`config.mk`:
```
export PLATFORM = sky130hd
export DESIGN_NAME = dm_port_arbiter
export DESIGN_NICKNAME = d
export VERILOG_FILES = /design/src/rtl/dm_arb_pkg.sv /design/src/rtl/dm_arb_pick.sv /design/src/rtl/dm_port_arbiter.sv
export SDC_FILE = /design/constraint.sdc
export NUM_CORES = 1
export LEC_CHECK = 0
export ABC_AREA = 1
export BUFFER_PORTS_ARGS = -buffer_cell sky130_fd_sc_hd__buf_2
export CAP_MARGIN = 20
export CORE_UTILIZATION = 44
export DETAILED_ROUTE_END_ITERATION = 8
export PLACE_DENSITY = 0.89
export SKIP_CTS_REPAIR_TIMING = 1
export SLEW_MARGIN = 20
export SYNTH_ARGS = -nofsm -noshare
export SYNTH_HDL_FRONTEND = slang
export SYNTH_HIERARCHICAL = 1
export SYNTH_SLANG_ARGS = --single-unit
```
`constraint.sdc`:
```
create_clock -name Clk -period 2.4 [get_ports Clk]
set_clock_uncertainty 0.15 [all_clocks]
set_input_delay 0.48 -clock Clk [delete_from_list [all_inputs] [get_ports Clk]]
set_output_delay 0.48 -clock Clk [all_outputs]
set_load 0.01 [all_outputs]
```
`src/rtl/dm_arb_pkg.sv`:
```
// Shared types and constants for the data-memory port arbiter.
// Optional feature macro: DM_ARB_RR_EN (round-robin on conflict; undefined = core priority).
package dm_arb_pkg;

  // Arbiter FSM: idle, one memory access cycle, one response cycle.
  typedef enum logic [1:0] {
    IDLE   = 2'd0,
    ACCESS = 2'd1,
    RESP   = 2'd2
  } state_t;

  // Requester indices; also the bit positions in the packed request/grant vectors.
  localparam logic REQ_CORE = 1'b0;
  localparam logic REQ_HOST = 1'b1;

  // One-hot vector for a requester index.
  function automatic logic [1:0] onehot(input logic idx);
    return (idx == REQ_HOST) ? 2'b10 : 2'b01;
  endfunction

endpackage

```
`src/rtl/dm_arb_pick.sv`:
```
// Combinational winner selection between the core and host requesters.
// Optional feature macro: DM_ARB_RR_EN selects round-robin on conflict;
// otherwise the core always wins a conflict.
module dm_arb_pick
  import dm_arb_pkg::*;
(
  input  logic [1:0] req,
  input  logic       last_owner,
  output logic       valid,
  output logic       winner
);

`ifdef DM_ARB_RR_EN
  // Lone requester wins at once; on a conflict the one that did not win last time goes.
  always_comb begin
    // NOTE: default every output first so no path through the block leaves it unassigned (no latch).
    valid  = |req;
    winner = REQ_CORE;
    if (req == 2'b11) begin
      winner = ~last_owner;
    end else if (req[1]) begin
      winner = REQ_HOST;
    end
  end
`else
  // Fixed priority: the host wins only when the core is not requesting.
  logic unused_last_owner;
  assign unused_last_owner = last_owner;

  always_comb begin
    valid  = |req;
    winner = REQ_CORE;
    if (!req[0] && req[1]) begin
      winner = REQ_HOST;
    end
  end
`endif

endmodule

```
`src/rtl/dm_port_arbiter.sv`:
```
// Shares a single-port synchronous-read data memory between the CPU
// load/store path (core) and a host/loader port. One access at a time:
// IDLE/RESP arbitrate, ACCESS drives the memory, RESP returns Done and Rdata.
// Optional feature macro: DM_ARB_RR_EN (round-robin instead of core priority).
module dm_port_arbiter
  import dm_arb_pkg::*;
#(
  parameter int AW = 8,
  parameter int DW = 8
) (
  input  logic          Clk,
  input  logic          Reset,
  // core requester
  input  logic          CoreReq,
  input  logic          CoreWe,
  input  logic [AW-1:0] CoreAddr,
  input  logic [DW-1:0] CoreWdata,
  output logic          CoreGnt,
  output logic          CoreDone,
  // host requester
  input  logic          HostReq,
  input  logic          HostWe,
  input  logic [AW-1:0] HostAddr,
  input  logic [DW-1:0] HostWdata,
  output logic          HostGnt,
  output logic          HostDone,
  // response data, qualified by the owner's Done on a read
  output logic [DW-1:0] Rdata,
  // memory side
  output logic          MemEn,
  output logic          MemWe,
  output logic [AW-1:0] MemAddr,
  output logic [DW-1:0] MemWdata,
  input  logic [DW-1:0] MemRdata,
  output logic          Busy
);

  state_t        state_q;
  logic          owner_q;
  logic          last_owner_q;
  logic          we_q;
  logic [AW-1:0] addr_q;
  logic [DW-1:0] wdata_q;
  logic [1:0]    gnt_q;
  logic [1:0]    done_q;

  logic [1:0]    req;
  logic          pick_valid;
  logic          pick_winner;

  assign req = {HostReq, CoreReq};

  dm_arb_pick u_pick (
    .req        (req),
    .last_owner (last_owner_q),
    .valid      (pick_valid),
    .winner     (pick_winner)
  );

  // FSM, winner capture and registered Gnt/Done pulses.
  always_ff @(posedge Clk) begin
    // NOTE: synchronous reset - only sampled on the clock edge, so it sits inside the clocked branch.
    if (Reset) begin
      state_q      <= IDLE;
      owner_q      <= REQ_CORE;
      last_owner_q <= REQ_HOST;   // core wins the first conflict
      we_q         <= 1'b0;
      addr_q       <= '0;
      wdata_q      <= '0;
      gnt_q        <= '0;
      done_q       <= '0;
    end else begin
      // NOTE: non-blocking assignments for all state so every flop sees pre-edge values.
      gnt_q  <= '0;
      done_q <= '0;
      unique case (state_q)
        IDLE, RESP: begin
          if (pick_valid) begin
            state_q <= ACCESS;
            owner_q <= pick_winner;
            gnt_q   <= onehot(pick_winner);
            if (pick_winner == REQ_HOST) begin
              we_q    <= HostWe;
              addr_q  <= HostAddr;
              wdata_q <= HostWdata;
            end else begin
              we_q    <= CoreWe;
              addr_q  <= CoreAddr;
              wdata_q <= CoreWdata;
            end
            // Only contested grants move the round-robin pointer; a lone
            // requester does not disturb whose turn the next conflict is.
            if (req == 2'b11) begin
              last_owner_q <= pick_winner;
            end
          end else begin
            state_q <= IDLE;
          end
        end
        ACCESS: begin
          state_q <= RESP;
          done_q  <= onehot(owner_q);
        end
        default: begin
          state_q <= IDLE;
        end
      endcase
    end
  end

  // Requester-side outputs: pulses come straight from registers.
  assign CoreGnt  = gnt_q[REQ_CORE];
  assign HostGnt  = gnt_q[REQ_HOST];
  assign CoreDone = done_q[REQ_CORE];
  assign HostDone = done_q[REQ_HOST];
  assign Busy     = (state_q != IDLE);

  // Memory-side outputs. The write enable is gated by Reset directly so an
  // access interrupted by reset never commits its write.
  assign MemEn    = (state_q == ACCESS);
  assign MemWe    = MemEn & we_q & ~Reset;
  assign MemAddr  = addr_q;
  assign MemWdata = wdata_q;

  // Synchronous-read data arrives in the RESP cycle; pass it through only then.
  assign Rdata    = (state_q == RESP) ? MemRdata : '0;

endmodule

```
==> results of run 1 <==
[stage by stage]
stage | hold slack, ps | power, mW | utilization (%)
global placement | 272 | 0.620 | 65.0
global route | 290 | 0.959 | 67.6
detailed placement | 276 | 0.625 | 65.0
CTS | 279 | 0.914 | 67.3
floorplan | 263 | 0.547 | -
finish | 287 | 0.904 | 67.6
[per-layer routing]
metal | vias up | routed length, um
li1 | 652 | -
met1 | 481 | 985
met2 | 46 | 1240
met3 | 2 | 154
met4 | 0 | 7
met5 | - | 0
[worst max-delay path: stages, from the launching register on]
cell and delay (ps):
dfxtp_1 470, inv_1 90, nor2_1 120, nand2_1 120, nor2_1 100, buf_2 130
[final cells by class]
type                    instances  area share, %
inverters                      19           4.63
repair buffers                 77           25.2
clock inverters                 1           1.95
multi-input cells             126           33.3
clock buffers                   3           1.46
flip-flops and latches         24           31.2
well taps                      28           2.28
[cell usage in the layout (no fill, tap or decap)]
cell type / n
nand2_1: 108
buf_2: 76
dfxtp_1: 24
inv_1: 17
nor2_1: 14
clkbuf_4: 3
inv_2: 2
or2_2: 1
nor2_4: 1
nor2_8: 1
nor3_4: 1
bufinv_16: 1
buf_4: 1
[sequential cells by signal, indices dropped and copies added, names as in the netlist]
register,cells
gnt_q,2
done_q,2
MemAddr,8
MemWdata,8
we_q,1
owner_q,1
state_q,2
[where the power goes]
group	leakage (nW)	internal, mW	switching (mW)	total [mW]
Sequential	0.198	0.428	0.0149	0.442
Combinational	0.794	0.0767	0.0951	0.172
Clock	0.0279	0.169	0.121	0.290
[worst paths after layout]
kind / slack (ps) / end / startpoint
hold / removal: 290 / MemWdata[6]$_SDFFE_PP0P_ / CoreWdata[6]
hold reg to reg: 300 / MemAddr[1]$_SDFFE_PP0P_ / MemAddr[1]$_SDFFE_PP0P_
setup / recovery: 430 / MemWe / state_q[0]$_SDFF_PP0_
setup reg to reg: 910 / owner_q$_SDFFE_PP0P_ / state_q[0]$_SDFF_PP0_
==> impl_results.md, run 1 <==
- Vias in the first global route: 1029
- Setup tns final: 0 ps
- Die footprint: 2690 um2
- VDD IR-drop max: 0.000360 V
- Post-Syn Area per Cell: 6.26 um2
- Antenna cells: 0
- Leak: 1.02 nW
- Cts bufs inserted: 3
- Reg clk slew, reported paths: 140 ps
- First-pass GRT wire length: 4070 um
- Height of the chip: 51.9 um
- DR pass1 iterations: 2
- Initial antenna violation count: 0
- Nets: 297
- Detail Placement HPWL: 1840 um
- H-tree levels: 1
- Setup Viol. Count Final: 0
- Max-slew violation count: 0
- Critical Path RT: 1770 ps
- Clk_lat worst skew: 310 ps
- Worst Path Class, Setup: reg2out
- CP max FO: 4
- Worst Setup End Kind: primary output
- Initial Util: 48.1%
- RD Place Congestion: 0.754
- Setup ws final: 426 ps
- Fraction of layout cells with a size suffix above 1: 34.8%
- Final min period: 1970 ps
- FF/Latch Area: 480 um2
- Placed cells: 274
- WL/cell: 8.57 um
- Placed Area: 1480 um2
- R2R cell count: 3
- Layout Cells excl Fill: 278
- Vias per cell: 4.25
- Post-Synthesis Net Count: 221
- Grt ovf: 0
- WP data arrival: 1340 ps
- Outcome: finished, final reports clean
- Die W: 51.9 um
- Largest net degree at the start of global routing: 21
- Port bufs: 76
- DRC: 0
- Core box area: 2280 um2
- Highest clock rate: 0.507 GHz
- Synthesis warning total: 6
- Routed via count: 1181
- Post-Syn Instances: 175
- Setup slack at placement: 330 ps
- Post-DRT Antenna Nets: 0
- CTS tree: done
- RSZ-0062 raised after global routing: false
- Post-synthesis cell area: 1090 um2
- Sink Count: 24
- Fin crit share: 82.3%
- Startpoint class of the critical path: register
- Met3 usage: 2.63%
- Max_slew headroom: 52.9%
- Slew @ Worst Pin: 704 ps
- Number of max-cap violations: 0
- Pwr per Cell Area: 588 nW/um2
- Initial DRC Count: 13
- Hold Path Class: in2reg
- # rows: 17
- Root Buffer: clkbuf_4
- Footprint of the multi-input gates: 512 um2
- Global route hottest layer: met2
- Tot GR Track Use: 19.8%
- GR Util met2: 37.8%
- Design area: 1540 um2
- Filler cells: 232
- Final wirelength: 2380 um
- Hold Path Stages: 5
- Final Hold Fails: 0
- I/O pin cnt: 77
- Clock tree buffer depth: 2
- GRT met1 Usage: 21.3%
- Area growth syn-to-layout: 40.6%
Power figures use the tool's default switching activity.
==> run 2, diff against run 1 <==
Settings changed: ABC_AREA 1 to 0, CORE_UTILIZATION 44 to 35, PLACE_DENSITY 0.89 to 0.79.
Clock period 2.4 ns to 1.7 ns, I/O delays scaled along.
==> run 2 against run 1 <==
  * Final area shrank 2.4%
  * Highest routed layer unchanged
  * Combinational power grew 38%
  * Global-route usage shrank 4.7 points
  * Routed wire length shrank 3.6%
  * Largest cell class unchanged
  * Clock power grew 39%
  * Worst setup slack lost 420 ps
  * Sequential power grew 42%
==> impl_results.md, run 2 <==
- Outcome: finished, final reports clean
- Highest clock rate: 0.592 GHz
- Post-Synthesis Net Count: 137 (-38%)
- Fin crit share: 99.4%
- Placed Area: 1420 um2 (-4.2%)
- VDD IR-drop max: 0.000604 V (+68%)
- DR pass1 iterations: 2 (unchanged)
- Tot GR Track Use: 15.2% (-4.7 points)
- WP data arrival: 1200 ps (-140 ps)
- Initial DRC Count: 12 (-1)
- FF/Latch Area: 482 um2 (+0.26%)
- Critical Path RT: 1210 ps (-560 ps)
- First-pass GRT wire length: 3750 um (-7.8%)
- Post-DRT Antenna Nets: 0 (unchanged)
- Post-synthesis cell area: 1010 um2 (-7.4%)
- Slew @ Worst Pin: 201 ps (-503 ps)
- Startpoint class of the critical path: register
- Vias per cell: 4.74 (+12%)
- Final Hold Fails: 0 (unchanged)
- Detail Placement HPWL: 1800 um (-2.2%)
- Nets: 214 (-28%)
- R2R Setup Slk: 490 ps (-420 ps)
- Clk_lat worst skew: 310 ps (about the same)
- WL/cell: 11.6 um (+35%)
- Initial antenna violation count: 0 (unchanged)
- CTS tree: done
- I/O pin cnt: 77 (unchanged)
- R2R cell count: 4 (+1)
- # rows: 19 (+2)
- Post-Syn Area per Cell: 11.1 um2 (+78%)
- Max-slew violation count: 0 (unchanged)
- RSZ-0062 raised after global routing: true
- Post-Syn Instances: 91 (-48%)
- Commonest non-fill, non-tap cell in the layout: buf_2
- Routed via count: 938 (-21%)
- Worst r2r dst: MemAddr[1]$_SDFFE_PP0P_
- Hold Path Stages: 2 (-3)
- Antenna cells: 0 (unchanged)
- Largest net degree at the start of global routing: 21 (unchanged)
- Setup Viol. Count Final: 0 (unchanged)
- Filler cells: 258 (+11%)
- Height of the chip: 55.8 um (+7.6%)
- Worst Setup End Kind: primary output
- Worst Path Class, Setup: reg2out
- Hold_sp: Reset
- Design area: 1500 um2 (-2.4%)
- Die footprint: 3110 um2 (+16%)
- RD Place Congestion: 0.683 (-9.3%)
- Number of max-cap violations: 0 (unchanged)
- Setup slack at placement: 202 ps (-128 ps)
- Clock tree buffer depth: 2 (unchanged)
- Cts bufs inserted: 3 (unchanged)
- Hold EP: owner_q$_SDFFE_PP0P_
- Grt ovf: 0 (unchanged)
- DRC: 0 (unchanged)
- Fraction of layout cells with a size suffix above 1: 55.1% (+20 points)
- Hold slack: 46.9 ps (-240 ps)
- Pwr per Cell Area: 844 nW/um2 (+44%)
- Commonest cells after routing, fill and taps aside: buf_2 (73), dfxtp_1 (23), mux2i_1 (18)
- Root Buffer: clkbuf_4
- Area growth syn-to-layout: 48.1%
- H-tree levels: 1 (unchanged)
- Core box area: 2760 um2 (+21%)
- Sink Count: 24 (unchanged)
- Leak: 0.771 nW (-24%)
- Max_slew headroom: 86.6% (+34 points)
- Initial Util: 36.8% (-11 points)
- Setup ws final: 10.1 ps (-416 ps)
- Final wirelength: 2300 um (-3.6%)
- Port bufs: 76 (unchanged)
- Synthesis warning total: 6 (unchanged)
- CP startpoint: state_q[0]$_SDFF_PP0_
- Footprint of the multi-input gates: 490 um2 (-4.2%)
- Critical R2R Launch: state_q[0]$_SDFF_PP0_
- Hold Path Class: in2reg
- CP max FO: 8 (+4)
- Die W: 55.8 um (+7.6%)
- Vias in the first global route: 944 (-8.3%)
- Reg clk slew, reported paths: 130 ps (about the same)
- Final min period: 1690 ps
[run 2: final cells by class]
class | instances | share of cell area [%]
Inverter | 3 | 0.750
Timing Repair Buffer | 78 | 28.4
Tap cell | 31 | 2.58
Sequential cell | 24 | 32.1
Multi-Input combinational cell | 58 | 32.7
Clock inverter | 1 | 2.00
Clock buffer | 3 | 1.50
[run 2: layer usage]
metal  global-route usage, %  part of all wire (%)
met1                    14.9                    36
met2                    30.6                    54
met3                    2.56                   7.8
met4                    6.27                   1.5
met5                       0                     0
[run 2: report_power, final]
part	internal [mW]	switching, mW	leakage [nW]
Combinational	0.128	0.111	0.545
Sequential	0.605	0.0215	0.198
Clock	0.238	0.164	0.0279
Total	0.972	0.296	0.771
[run 2: critical path, stage by stage, from the launching register on]
cell	delay (ps)
dfxtp_2	360
and2b_2	250
and2_4	170
buf_6	110
[run 2: how the worst max path moves through the flow]
stage,slack (ps),cells after the start,to
floorplan,360,6,MemAddr[0]$_SDFFE_PP0P_
global placement,240,6,MemAddr[6]$_SDFFE_PP0P_
detailed placement,200,6,MemWdata[7]$_SDFFE_PP0P_
CTS,-30,3,Rdata[7]
global route,-70,3,Rdata[5]
finish,10,3,Rdata[4]
[run 2: per-stage QoR]
stage	utilization, %	TNS (ps)	total power [mW]	instances
4_1_cts	53.3	-243	1.28	198
3_3_place_gp	51.4	0	0.868	194
2_1_floorplan	-	0	0.765	91
6_report	54.4	0	1.27	198
5_1_grt	54.4	-481	1.33	198
3_5_place_dp	51.4	0	0.876	194
==> run 3, diff against run 2 <==
Settings changed: CELL_PAD_IN_SITES_DETAIL_PLACEMENT set to 2, CELL_PAD_IN_SITES_GLOBAL_PLACEMENT set to 2, CORE_ASPECT_RATIO set to 1.4, CORE_UTILIZATION 35 to 19, PLACE_DENSITY 0.79 to 0.78.
==> run 3 against run 2 <==
  * Utilization decreased by 25 points
  * Register-to-register slack got worse by 80 ps
  * Clock power decreased by 19%
  * Worst setup slack improved by 36 ps
  * Flip-flop and latch count unchanged
  * Global-route usage decreased by 4.7 points
  * Critical path type unchanged
  * Largest power group unchanged
==> impl_results.md, run 3 (synthesis results as in run 2) <==
- Outcome: finished, final reports clean
- Pwr per Cell Area: 787 nW/um2 (-6.8%)
- Max_slew headroom: 87.9% (+1.4 points)
- Reg clk slew, reported paths: 80 ps (-50 ps)
- WL/cell: 13.0 um (+12%)
- Pwr Total: 1.20 mW (-5.8%)
- Detail Placement HPWL: 2520 um (+40%)
- Fin crit share: 97.3% (-2.1 points)
- Commonest non-fill, non-tap cell in the layout: buf_2
- Final Hold Fails: 0 (unchanged)
- Vias per cell: 4.24 (-10%)
- Port bufs: 76 (unchanged)
- Die footprint: 5630 um2 (+81%)
- First-pass GRT wire length: 4470 um (+19%)
- Critical Path RT: 1210 ps (about the same)
- CP max FO: 8 (unchanged)
- Largest net degree at the start of global routing: 18 (-14%)
- VDD IR-drop max: 0.000237 V (-61%)
- Leak: 0.770 nW (-0.11%)
- Placed Area: 1460 um2 (+3.3%)
- Final wirelength: 3060 um (+33%)
- Startpoint class of the critical path: register
- Height of the chip: 88.4 um (+58%)
- R2R cell count: 5 (+1)
- Setup Viol. Count Final: 0 (unchanged)
- Hold Path Stages: 2 (unchanged)
- WP data arrival: 1160 ps (-40 ps)
- Worst Setup End Kind: primary output
- R2R Setup Slk: 410 ps (-80 ps)
- RD Place Congestion: 0.645 (-5.5%)
- Grt ovf: 0 (unchanged)
- DRC: 0 (unchanged)
- Filler cells: 617 (+140%)
- Initial antenna violation count: 0 (unchanged)
- Clock tree buffer depth: 2 (unchanged)
- Highest clock rate: 0.605 GHz (+2.2%)
- Core box area: 5160 um2 (+87%)
- Post-DRT Antenna Nets: 0 (unchanged)
- Sink Count: 24 (unchanged)
- Area growth syn-to-layout: 49.8%
- Cts bufs inserted: 3 (unchanged)
- Clk_lat worst skew: 260 ps (-50 ps)
- H-tree levels: 1 (unchanged)
- Max-slew violation count: 0 (unchanged)
- Root Buffer: clkbuf_8
- Design area: 1520 um2 (+1.1%)
- Fraction of layout cells with a size suffix above 1: 53.8% (-1.2 points)
- Antenna cells: 0 (unchanged)
- Setup ws final: 46.0 ps (+35.9 ps)
- # rows: 31 (+12)
- Die W: 63.7 um (+14%)
- I/O pin cnt: 77 (unchanged)
- Footprint of the multi-input gates: 483 um2 (-1.5%)
- Number of max-cap violations: 0 (unchanged)
- Tot GR Track Use: 10.5% (-4.7 points)
- Routed via count: 997 (+6.3%)
- Vias in the first global route: 944 (unchanged)
- CTS tree: done
- FF/Latch Area: 482 um2 (unchanged)
- Worst Path Class, Setup: reg2out
- Commonest cells after routing, fill and taps aside: buf_2 (76), dfxtp_1 (23), mux2i_1 (18)
- Initial Util: 19.6% (-17 points)
- Slew @ Worst Pin: 176 ps (-25.4 ps)
- Final min period: 1650 ps (-35.9 ps)
- Setup slack at placement: 234 ps (+31.9 ps)
- DR pass1 iterations: 3 (+1)
- Nets: 217 (+1.4%)
- Initial DRC Count: 23 (+11)
- Hold Path Class: in2reg
## run 3: changes by cell type in the layout (fill, tap and decap cells not counted)
| cell | change |
|---|---|
| clkbuf_8 | +3 |
| bufinv_16 | -1 |
| buf_6 | -3 |
| buf_2 | +3 |
| nor2b_2 | -1 |
| and2_1 | +2 |
| buf_4 | +4 |
| buf_12 | -1 |
| clkbuf_4 | -3 |
| nor2b_1 | +1 |
| and2_4 | -2 |
## run 3: metal layers
metal	GRT usage, %	wire length [um]
met4	4.96	40
met1	10.0	1050
met5	0	0
met2	21.5	1790
met3	1.68	172
## run 3: final timing paths
check / from / end
setup / recovery: state_q[0]$_SDFF_PP0_ / Rdata[5]
hold / removal: Reset / owner_q$_SDFFE_PP0P_
setup reg to reg: state_q[0]$_SDFF_PP0_ / MemAddr[4]$_SDFFE_PP0P_
hold reg to reg: owner_q$_SDFFE_PP0P_ / done_q[0]$_SDFF_PP0_
## run 3: critical path: stages (launching register included)
cell	delay (ps)
dfxtp_2	350
and2b_2	260
and2_1	170
buf_2	130
## run 3: power by group
| group | internal (mW) | switching (mW) | leakage [nW] |
|---|---|---|---|
| Sequential | 0.605 | 0.0210 | 0.198 |
| Clock | 0.158 | 0.167 | 0.0216 |
| Combinational | 0.127 | 0.117 | 0.550 |
## run 3: stage by stage
stage,util (%),instances,hold WS [ps],setup TNS (ps)
6_report,29.4,235,106,0
5_1_grt,29.4,235,104,-2.46
4_1_cts,29.2,234,97.3,-71.5
3_5_place_dp,28.4,231,288,0
3_3_place_gp,28.4,231,284,0
2_1_floorplan,-,91,255,0
## run 3: area by class of cell
class,count,area share [%]
clock buffer,3,2.72
tap,66,5.44
timing repair buffer,81,27.5
sequential,24,31.7
multi-input combinational,58,31.8
inverter,3,0.742
